===== src/rtl/alu_mc_pkg.sv =====
// Shared definitions for the multi-cycle EX-stage ALU: opcodes, FSM encoding
// and the operation select of the iterative multiply/divide unit.
package alu_pkg;

  localparam int CTRL_W_DEF = 4;

  localparam int OP_PASS  = 4'b0000;
  localparam int OP_SUM   = 4'b0001;
  localparam int OP_SUB   = 4'b0010;
  localparam int OP_AND   = 4'b0011;
  localparam int OP_OR    = 4'b0100;
  localparam int OP_XOR   = 4'b0101;
  localparam int OP_MUL   = 4'b0110;
  localparam int OP_MULHU = 4'b0111;
  localparam int OP_DIVU  = 4'b1000;
  localparam int OP_REMU  = 4'b1001;
  localparam int OP_SLT   = 4'b1010;
  localparam int OP_SLTU  = 4'b1011;

  typedef enum logic [1:0] {
    ST_IDLE = 2'd0,
    ST_CALC = 2'd1,
    ST_DONE = 2'd2
  } state_e;

  typedef enum logic [1:0] {
    MD_MUL   = 2'd0,
    MD_MULHU = 2'd1,
    MD_DIVU  = 2'd2,
    MD_REMU  = 2'd3
  } md_op_e;

endpackage


===== src/rtl/alu_mc_if.sv =====
// Request/result handshake bundle between the EX-stage pipeline and alu_mc.
interface alu_mc_if
  import alu_pkg::*;
#(
  parameter int WIDTH  = 32,
  parameter int CTRL_W = CTRL_W_DEF
);

  logic              valid_i;
  logic              ready_o;
  logic [WIDTH-1:0]  data1_i;
  logic [WIDTH-1:0]  data2_i;
  logic [CTRL_W-1:0] ALUCtrl_i;
  logic              valid_o;
  logic              ready_i;
  logic [WIDTH-1:0]  data_o;
  logic              zero_o;
  logic              busy_o;

  modport slave (
    input  valid_i, data1_i, data2_i, ALUCtrl_i, ready_i,
    output ready_o, valid_o, data_o, zero_o, busy_o
  );

  modport master (
    output valid_i, data1_i, data2_i, ALUCtrl_i, ready_i,
    input  ready_o, valid_o, data_o, zero_o, busy_o
  );

endinterface


===== src/rtl/alu_mc_muldiv_iter.sv =====
// Iterative unsigned multiply (shift-add) and divide (restoring), one bit per
// cycle for exactly WIDTH cycles; done_o pulses with the final result.
module alu_muldiv_iter
  import alu_pkg::*;
#(
  parameter int WIDTH = 32
) (
  input  logic             clk_i,
  input  logic             rst_i,
  input  logic             start_i,
  input  md_op_e           op_i,
  input  logic [WIDTH-1:0] a_i,
  input  logic [WIDTH-1:0] b_i,
  output logic             done_o,
  output logic [WIDTH-1:0] result_o
);

  localparam int CNT_W = $clog2(WIDTH);

  // acc holds {product_hi, multiplier/product_lo} or {remainder, quotient}
  logic [2*WIDTH-1:0] acc_q, acc_d;
  logic [WIDTH-1:0]   b_q;
  logic [CNT_W-1:0]   cnt_q;
  logic               run_q;
  md_op_e             op_q;

  logic [WIDTH:0]     mul_sum;
  logic [WIDTH:0]     div_shift;
  logic               div_ge;
  logic [WIDTH-1:0]   div_diff;
  logic               last;

  assign last   = (cnt_q == CNT_W'(WIDTH - 1));
  assign done_o = run_q & last;

  // NOTE: every always_comb output gets a default first so no path leaves it unassigned and infers a latch.
  always_comb begin
    mul_sum   = {1'b0, acc_q[2*WIDTH-1:WIDTH]} + (acc_q[0] ? {1'b0, b_q} : '0);
    // A zero divisor always "fits", giving all-ones quotient and remainder = dividend.
    div_shift = {acc_q[2*WIDTH-1:WIDTH], acc_q[WIDTH-1]};
    div_ge    = div_shift[WIDTH] | (div_shift[WIDTH-1:0] >= b_q);
    div_diff  = div_shift[WIDTH-1:0] - b_q;
    acc_d     = acc_q;
    case (op_q)
      MD_MUL, MD_MULHU: acc_d = {mul_sum, acc_q[WIDTH-1:1]};
      default:          acc_d = {(div_ge ? div_diff : div_shift[WIDTH-1:0]),
                                 acc_q[WIDTH-2:0], div_ge};
    endcase
  end

  always_comb begin
    result_o = acc_d[WIDTH-1:0];
    case (op_q)
      MD_MULHU, MD_REMU: result_o = acc_d[2*WIDTH-1:WIDTH];
      default:           result_o = acc_d[WIDTH-1:0];
    endcase
  end

  // NOTE: sequential state uses non-blocking assignments so every register samples pre-edge values.
  always_ff @(posedge clk_i) begin
    if (rst_i) begin
      acc_q <= '0;
      b_q   <= '0;
      cnt_q <= '0;
      run_q <= 1'b0;
      op_q  <= MD_MUL;
    end else if (start_i) begin
      acc_q <= {{WIDTH{1'b0}}, a_i};
      b_q   <= b_i;
      op_q  <= op_i;
      cnt_q <= '0;
      run_q <= 1'b1;
    end else if (run_q) begin
      acc_q <= acc_d;
      cnt_q <= cnt_q + CNT_W'(1);
      if (last) run_q <= 1'b0;
    end
  end

endmodule


===== src/rtl/alu_mc.sv =====
// Multi-cycle EX-stage ALU: valid/ready on both sides, registered result and
// zero flag, single-cycle logic/compare ops and iterative mul/div.
module alu_mc
  import alu_pkg::*;
#(
  parameter int WIDTH  = 32,
  parameter int CTRL_W = CTRL_W_DEF
) (
  input  logic     clk_i,
  input  logic     rst_i,
  alu_mc_if.slave  bus
);

  state_e           state_q, state_d;
  logic [WIDTH-1:0] data_q, data_d;
  logic             zero_q, zero_d;

  logic [WIDTH-1:0] alu_res;
  logic             is_iter;
  md_op_e           md_op;
  logic             md_start;
  logic             md_done;
  logic [WIDTH-1:0] md_result;

  always_comb begin
    alu_res = bus.data1_i;
    is_iter = 1'b0;
    md_op   = MD_MUL;
    case (bus.ALUCtrl_i)
      CTRL_W'(OP_PASS):  alu_res = bus.data1_i;
      CTRL_W'(OP_SUM):   alu_res = bus.data1_i + bus.data2_i;
      CTRL_W'(OP_SUB):   alu_res = bus.data1_i - bus.data2_i;
      CTRL_W'(OP_AND):   alu_res = bus.data1_i & bus.data2_i;
      CTRL_W'(OP_OR):    alu_res = bus.data1_i | bus.data2_i;
      CTRL_W'(OP_XOR):   alu_res = bus.data1_i ^ bus.data2_i;
      CTRL_W'(OP_MUL):   begin is_iter = 1'b1; md_op = MD_MUL;   end
      CTRL_W'(OP_MULHU): begin is_iter = 1'b1; md_op = MD_MULHU; end
      CTRL_W'(OP_DIVU):  begin is_iter = 1'b1; md_op = MD_DIVU;  end
      CTRL_W'(OP_REMU):  begin is_iter = 1'b1; md_op = MD_REMU;  end
      CTRL_W'(OP_SLT):   alu_res = {{(WIDTH-1){1'b0}},
                                    ($signed(bus.data1_i) < $signed(bus.data2_i))};
      CTRL_W'(OP_SLTU):  alu_res = {{(WIDTH-1){1'b0}}, (bus.data1_i < bus.data2_i)};
      default:           alu_res = bus.data1_i;
    endcase
  end

  always_comb begin
    state_d  = state_q;
    data_d   = data_q;
    zero_d   = zero_q;
    md_start = 1'b0;
    case (state_q)
      ST_IDLE: begin
        if (bus.valid_i) begin
          zero_d = (bus.data1_i == bus.data2_i);
          if (is_iter) begin
            md_start = 1'b1;
            state_d  = ST_CALC;
          end else begin
            data_d  = alu_res;
            state_d = ST_DONE;
          end
        end
      end
      ST_CALC: begin
        if (md_done) begin
          data_d  = md_result;
          state_d = ST_DONE;
        end
      end
      ST_DONE: begin
        // No accept on the handoff cycle; the next request waits for IDLE.
        if (bus.ready_i) state_d = ST_IDLE;
      end
      default: state_d = ST_IDLE;
    endcase
  end

  always_ff @(posedge clk_i) begin
    if (rst_i) begin
      state_q <= ST_IDLE;
      data_q  <= '0;
      zero_q  <= 1'b0;
    end else begin
      state_q <= state_d;
      data_q  <= data_d;
      zero_q  <= zero_d;
    end
  end

  alu_muldiv_iter #(.WIDTH(WIDTH)) u_muldiv (
    .clk_i    (clk_i),
    .rst_i    (rst_i),
    .start_i  (md_start),
    .op_i     (md_op),
    .a_i      (bus.data1_i),
    .b_i      (bus.data2_i),
    .done_o   (md_done),
    .result_o (md_result)
  );

  assign bus.ready_o = (state_q == ST_IDLE);
  assign bus.valid_o = (state_q == ST_DONE);
  assign bus.busy_o  = (state_q == ST_CALC);
  assign bus.data_o  = data_q;
  assign bus.zero_o  = zero_q;

endmodule


===== src/flat_wrapper.sv =====
// flat-port wrapper written by rule: the top's interface ports become plain ports
module alu_mc_flat import alu_pkg::*;
#(
  parameter int WIDTH  = 32,
  parameter int CTRL_W = CTRL_W_DEF
)
  (clk_i, rst_i, bus_valid_i, bus_data1_i, bus_data2_i, bus_ALUCtrl_i, bus_ready_i, bus_ready_o, bus_valid_o, bus_data_o, bus_zero_o, bus_busy_o);
  alu_mc_if #(.WIDTH(WIDTH), .CTRL_W(CTRL_W)) bus_i ();
  input  logic clk_i;
  input  logic rst_i;
  input wire logic [$bits(bus_i.valid_i)-1:0] bus_valid_i;
  input wire logic [$bits(bus_i.data1_i)-1:0] bus_data1_i;
  input wire logic [$bits(bus_i.data2_i)-1:0] bus_data2_i;
  input wire logic [$bits(bus_i.ALUCtrl_i)-1:0] bus_ALUCtrl_i;
  input wire logic [$bits(bus_i.ready_i)-1:0] bus_ready_i;
  output wire logic [$bits(bus_i.ready_o)-1:0] bus_ready_o;
  output wire logic [$bits(bus_i.valid_o)-1:0] bus_valid_o;
  output wire logic [$bits(bus_i.data_o)-1:0] bus_data_o;
  output wire logic [$bits(bus_i.zero_o)-1:0] bus_zero_o;
  output wire logic [$bits(bus_i.busy_o)-1:0] bus_busy_o;
  assign bus_i.valid_i = bus_valid_i;
  assign bus_i.data1_i = bus_data1_i;
  assign bus_i.data2_i = bus_data2_i;
  assign bus_i.ALUCtrl_i = bus_ALUCtrl_i;
  assign bus_i.ready_i = bus_ready_i;
  assign bus_ready_o = bus_i.ready_o;
  assign bus_valid_o = bus_i.valid_o;
  assign bus_data_o = bus_i.data_o;
  assign bus_zero_o = bus_i.zero_o;
  assign bus_busy_o = bus_i.busy_o;
  alu_mc #(.WIDTH(WIDTH), .CTRL_W(CTRL_W)) u_core (.clk_i(clk_i), .rst_i(rst_i), .bus(bus_i));
endmodule

===== config.mk =====
export PLATFORM = sky130hd
export DESIGN_NAME = alu_mc_flat
export DESIGN_NICKNAME = d
export VERILOG_FILES = /design/src/rtl/alu_mc_pkg.sv /design/src/rtl/alu_mc_if.sv /design/src/rtl/alu_mc_muldiv_iter.sv /design/src/rtl/alu_mc.sv /design/src/flat_wrapper.sv
export SDC_FILE = /design/constraint.sdc
export NUM_CORES = 1
export LEC_CHECK = 0
export BUFFER_PORTS_ARGS = -buffer_cell sky130_fd_sc_hd__buf_2
export CORE_MARGIN = 4
export CORE_UTILIZATION = 45
export CTS_BUF_LIST = sky130_fd_sc_hd__clkbuf_8 sky130_fd_sc_hd__clkbuf_16
export DETAILED_ROUTE_END_ITERATION = 7
export HOLD_SLACK_MARGIN = 0.03
export PLACE_DENSITY = 0.71
export SYNTH_ARGS = -nofsm -noshare
export SYNTH_HDL_FRONTEND = slang
export SYNTH_SLANG_ARGS = --single-unit
export TNS_END_PERCENT = 5

===== constraint.sdc =====
create_clock -name clk_i -period 2.94 [get_ports clk_i]
set_input_delay 0.441 -clock clk_i [delete_from_list [all_inputs] [get_ports clk_i]]
set_output_delay 0.441 -clock clk_i [all_outputs]
set_load 0.01 [all_outputs]

==> impl_metrics.json <==
{
  "status": "finished, violations left",
  "violations": "setup timing",
  "vdd_drop_max_mv": 0.405,
  "ys_seq_area_share_pct": 17.5,
  "gp_congestion": 1.02,
  "cts.sinks": 139,
  "max_freq_mhz": 298,
  "p_leak_nw": 9.88,
  "routed_wl_um": 68600,
  "seqPwrFrac_pct": 24.5,
  "fin_area_um2": 22000,
  "holdPathEnd": "u_core.u_muldiv.b_q[27]",
  "grt_util_met3_pct": 5.50,
  "routedWlPerCell_um": 21.1,
  "switching_share_pct": 38.9,
  "yosys_warnings": 0,
  "min_period_over_period_pct": 114,
  "crit_fanout": 19,
  "min_path_cells": 3,
  "finalSetupViolCount": 63,
  "rr_endpoint": "u_core.bus.data_o[27]",
  "hold_path_class": "in -> reg",
  "die-area_um2": 38300,
  "finClkSkew_ps": 9.11,
  "synth.top_cells.by_count": "a21oi_1 (266), nand2_1 (263), nor2_1 (192)",
  "areaGrowthSynthToFinish_pct": 38.7,
  "synthTopCellsByArea": "dfxtp_1 (18%), ha_1 (14%), a21oi_1 (8.4%)",
  "drc": 0,
  "grt_pass1_wl_um": 105000,
  "fin_crit_ps": 3360,
  "ys_async_sr_fraction_pct": 0,
  "netlist.area_leader.share_pct": 17.5,
  "fin_util_pct": 63.6,
  "clock-root-buffer": "clkbuf_16",
  "initial_core_util_pct": 45.8,
  "startpoint_type": "register",
  "ys_types": 83,
  "ys_ff_latch": 139,
  "drv_slew": 0,
  "synthCells": 2249,
  "met1_usage_pct": 47.0,
  "vias": 19700,
  "vias_per_cell": 6.05,
  "first_pass_iters": 5,
  "antenna_found_initial": 1,
  "grt_max_degree": 70,
  "crit_type": "reg -> reg",
  "grtUsageTotal_pct": 34.0,
  "yosysMostFrequentCell": "a21oi_1",
  "drt_iter0_markers": 2466,
  "dp_slack_ps": -823,
  "p_sw_mw": 3.38,
  "gr-total-overflow": 0,
  "ant_nets": 0,
  "slew_headroom_pct": 27.2,
  "p_comb_share_pct": 48.6,
  "clock_path_buffers": 2,
  "grt_setup_unrepaired": "yes",
  "p_per_area_nw_per_um2": 395,
  "die_w_um": 196,
  "hpwl_um": 53300,
  "max-cap-violations": 0,
  "cts-htree-levels": 4,
  "num_rows": 68,
  "worstSetupEndpointType": "register",
  "p_int_mw": 5.32,
  "clk_latency_ps": 430,
  "reg2reg_slack_ps": -420,
  "multi_input_area_um2": 12700,
  "avgSynthCellArea_um2": 7.06,
  "place_area_um2": 20600,
  "io_buffer_count": 107,
  "timing.final.ws_setup_ps": -417,
  "clkTransAtPathRegs_ps": 60,
  "cts_tree": "built",
  "numCtsBuffers": 17,
  "n_antenna_cell": 0,
  "drive_gt1_share_pct": 29.8,
  "ff_latch_area_um2": 2800,
  "r2r-start": "u_core.u_muldiv.acc_q[0]",
  "ios": 108,
  "nets": 3035,
  "synth_top_flop_cell": "dfxtp_1",
  "fillers": 3003,
  "crit_required_ps": 3260,
  "dieHeight_um": 196,
  "hp-start": "bus_data2_i[27]",
  "hold_ws_ps": 297,
  "netlist_area_um2": 15900,
  "clock_power_share_pct": 26.9,
  "synth-edff-count": 0,
  "hold_viol": 0,
  "synth_fp_nets": 2504,
  "grt_pass1_vias": 19200,
  "critPathArrivalTime_ps": 3670,
  "floorplan.core_area_um2": 34600,
  "grt.busiest_layer": "met2",
  "yosysTopAreaCell": "dfxtp_1",
  "worstMarginPinSlew_ps": 1090,
  "r2r_cells": 15,
  "use_met2_pct": 54.0
}
## state kept, by name, summed over array words and instances (netlist names)
signal and count:
u_core.state_q 2, u_core.u_muldiv.acc_q 64, u_core.u_muldiv.b_q 32, u_core.bus.data_o 32
u_core.u_muldiv.cnt_q 5, u_core.u_muldiv.op_q 2, u_core.bus.zero_o 1, u_core.u_muldiv.run_q 1
## power by group through the flow
| stage | registers (mW) | logic (mW) | clock network (mW) |
|---|---|---|---|
| after floorplan | 2.14 | 2.08 | 0 |
| after global placement | 2.16 | 3.80 | 0 |
| after detailed placement | 2.16 | 3.83 | 0 |
| after CTS | 2.12 | 4.01 | 2.32 |
| after global routing | 2.14 | 4.56 | 2.42 |
| final | 2.13 | 4.23 | 2.34 |
## layout make-up
class / count / area share [%]
Sequential cell: 139 / 12.7
Clock buffer: 17 / 1.93
Timing Repair Buffer: 652 / 21.6
Tap cell: 455 / 2.59
Inverter: 136 / 2.40
Multi-Input combinational cell: 1834 / 57.9
Clock inverter: 15 / 0.892
## worst max-delay path by stage
| stage | startpoint | end | slack (ps) | cells after the start |
|---|---|---|---|---|
| after floorplan | bus_data1_i[0] | u_core.bus.data_o[18] | -70 | 13 |
| after global placement | bus_data2_i[1] | u_core.bus.data_o[28] | -870 | 15 |
| after detailed placement | bus_data2_i[1] | u_core.bus.data_o[28] | -820 | 15 |
| after CTS | u_core.u_muldiv.acc_q[31] | u_core.bus.data_o[0] | -370 | 16 |
| after global routing | u_core.u_muldiv.b_q[21] | u_core.bus.data_o[17] | -500 | 15 |
| final | u_core.u_muldiv.acc_q[0] | u_core.bus.data_o[27] | -420 | 15 |
## layout by cell type, fill, tap and decap left out, types with 12 or more instances in the layout
| cell | synthesis | layout |
|---|---|---|
| o22ai_1 | 15 | 14 |
| o21bai_1 | 20 | 16 |
| a21oi_1 | 266 | 241 |
| dfxtp_1 | 139 | 132 |
| ha_4 | 0 | 13 |
| and2_1 | 45 | 42 |
| buf_4 | 4 | 532 |
| nand4_1 | 26 | 26 |
| o21ai_0 | 165 | 144 |
| or3_1 | 12 | 12 |
| o31ai_1 | 15 | 14 |
| nor2b_1 | 19 | 19 |
| ha_1 | 179 | 163 |
| a221oi_1 | 16 | 14 |
| o21ai_1 | 2 | 14 |
| nand3_1 | 34 | 34 |
| nand2b_1 | 21 | 21 |
| a21oi_2 | 2 | 24 |
| xnor2_1 | 41 | 41 |
| mux2i_1 | 61 | 59 |
| nor2_1 | 192 | 191 |
| nor3_1 | 29 | 29 |
| a211oi_1 | 43 | 31 |
| clkbuf_16 | 0 | 17 |
| o211ai_1 | 71 | 71 |
| a21o_1 | 37 | 37 |
| buf_2 | 10 | 106 |
| xor2_1 | 31 | 30 |
| inv_1 | 134 | 132 |
| nor4_1 | 17 | 14 |
| nand2_1 | 263 | 262 |
| a31oi_1 | 23 | 23 |
## metrics by stage
| step | TNS, ps | power [mW] | std cells |
|---|---|---|---|
| final | -12760 | 8.70 | 3248 |
| after global routing | -22580 | 9.11 | 3248 |
| after CTS | -14730 | 8.46 | 3246 |
| after detailed placement | -27380 | 5.99 | 3198 |
| after global placement | -24620 | 5.96 | 3198 |
| after floorplan | -527 | 4.22 | 2249 |
## logic make-up after synthesis
family                     synth area share (%)
muxes                                      4.23
adders and majority gates                  14.6
AOI/OAI and AO/OA                          32.3
buffers and inverters                      6.70
and+or+nand+nor                            20.6
DFF                                        17.5
xor gates and xnor gates                   3.97
## critical path: stages, from the launching register on
cell and delay, ps:
dfxtp_4 370, buf_6 140, buf_8 140, and2_1 180, ha_4 280, nand4_1 170
or2_4 280, a211oi_1 160, o21ai_1 90, buf_4 160, o211a_4 260, a21oi_2 170
nor3b_1 70, a21oi_1 210, nand3_1 200, a211o_1 340
## per-layer routing
metal	wire length [um]	share of wire (%)	vias up
li1	-	-	9200
met1	29500	43	9258
met2	30300	44	1017
met3	6080	8.9	185
met4	2640	3.9	2
met5	20	0.029	-
## repair_timing
item	CTS	global route
hold buffers	0	0
endpoints found under the setup margin	65	65
gates resized for setup	76	78
setup buffers	16	3
pin swaps	36	54
No activity file was read; power rests on OpenSTA's default activity.
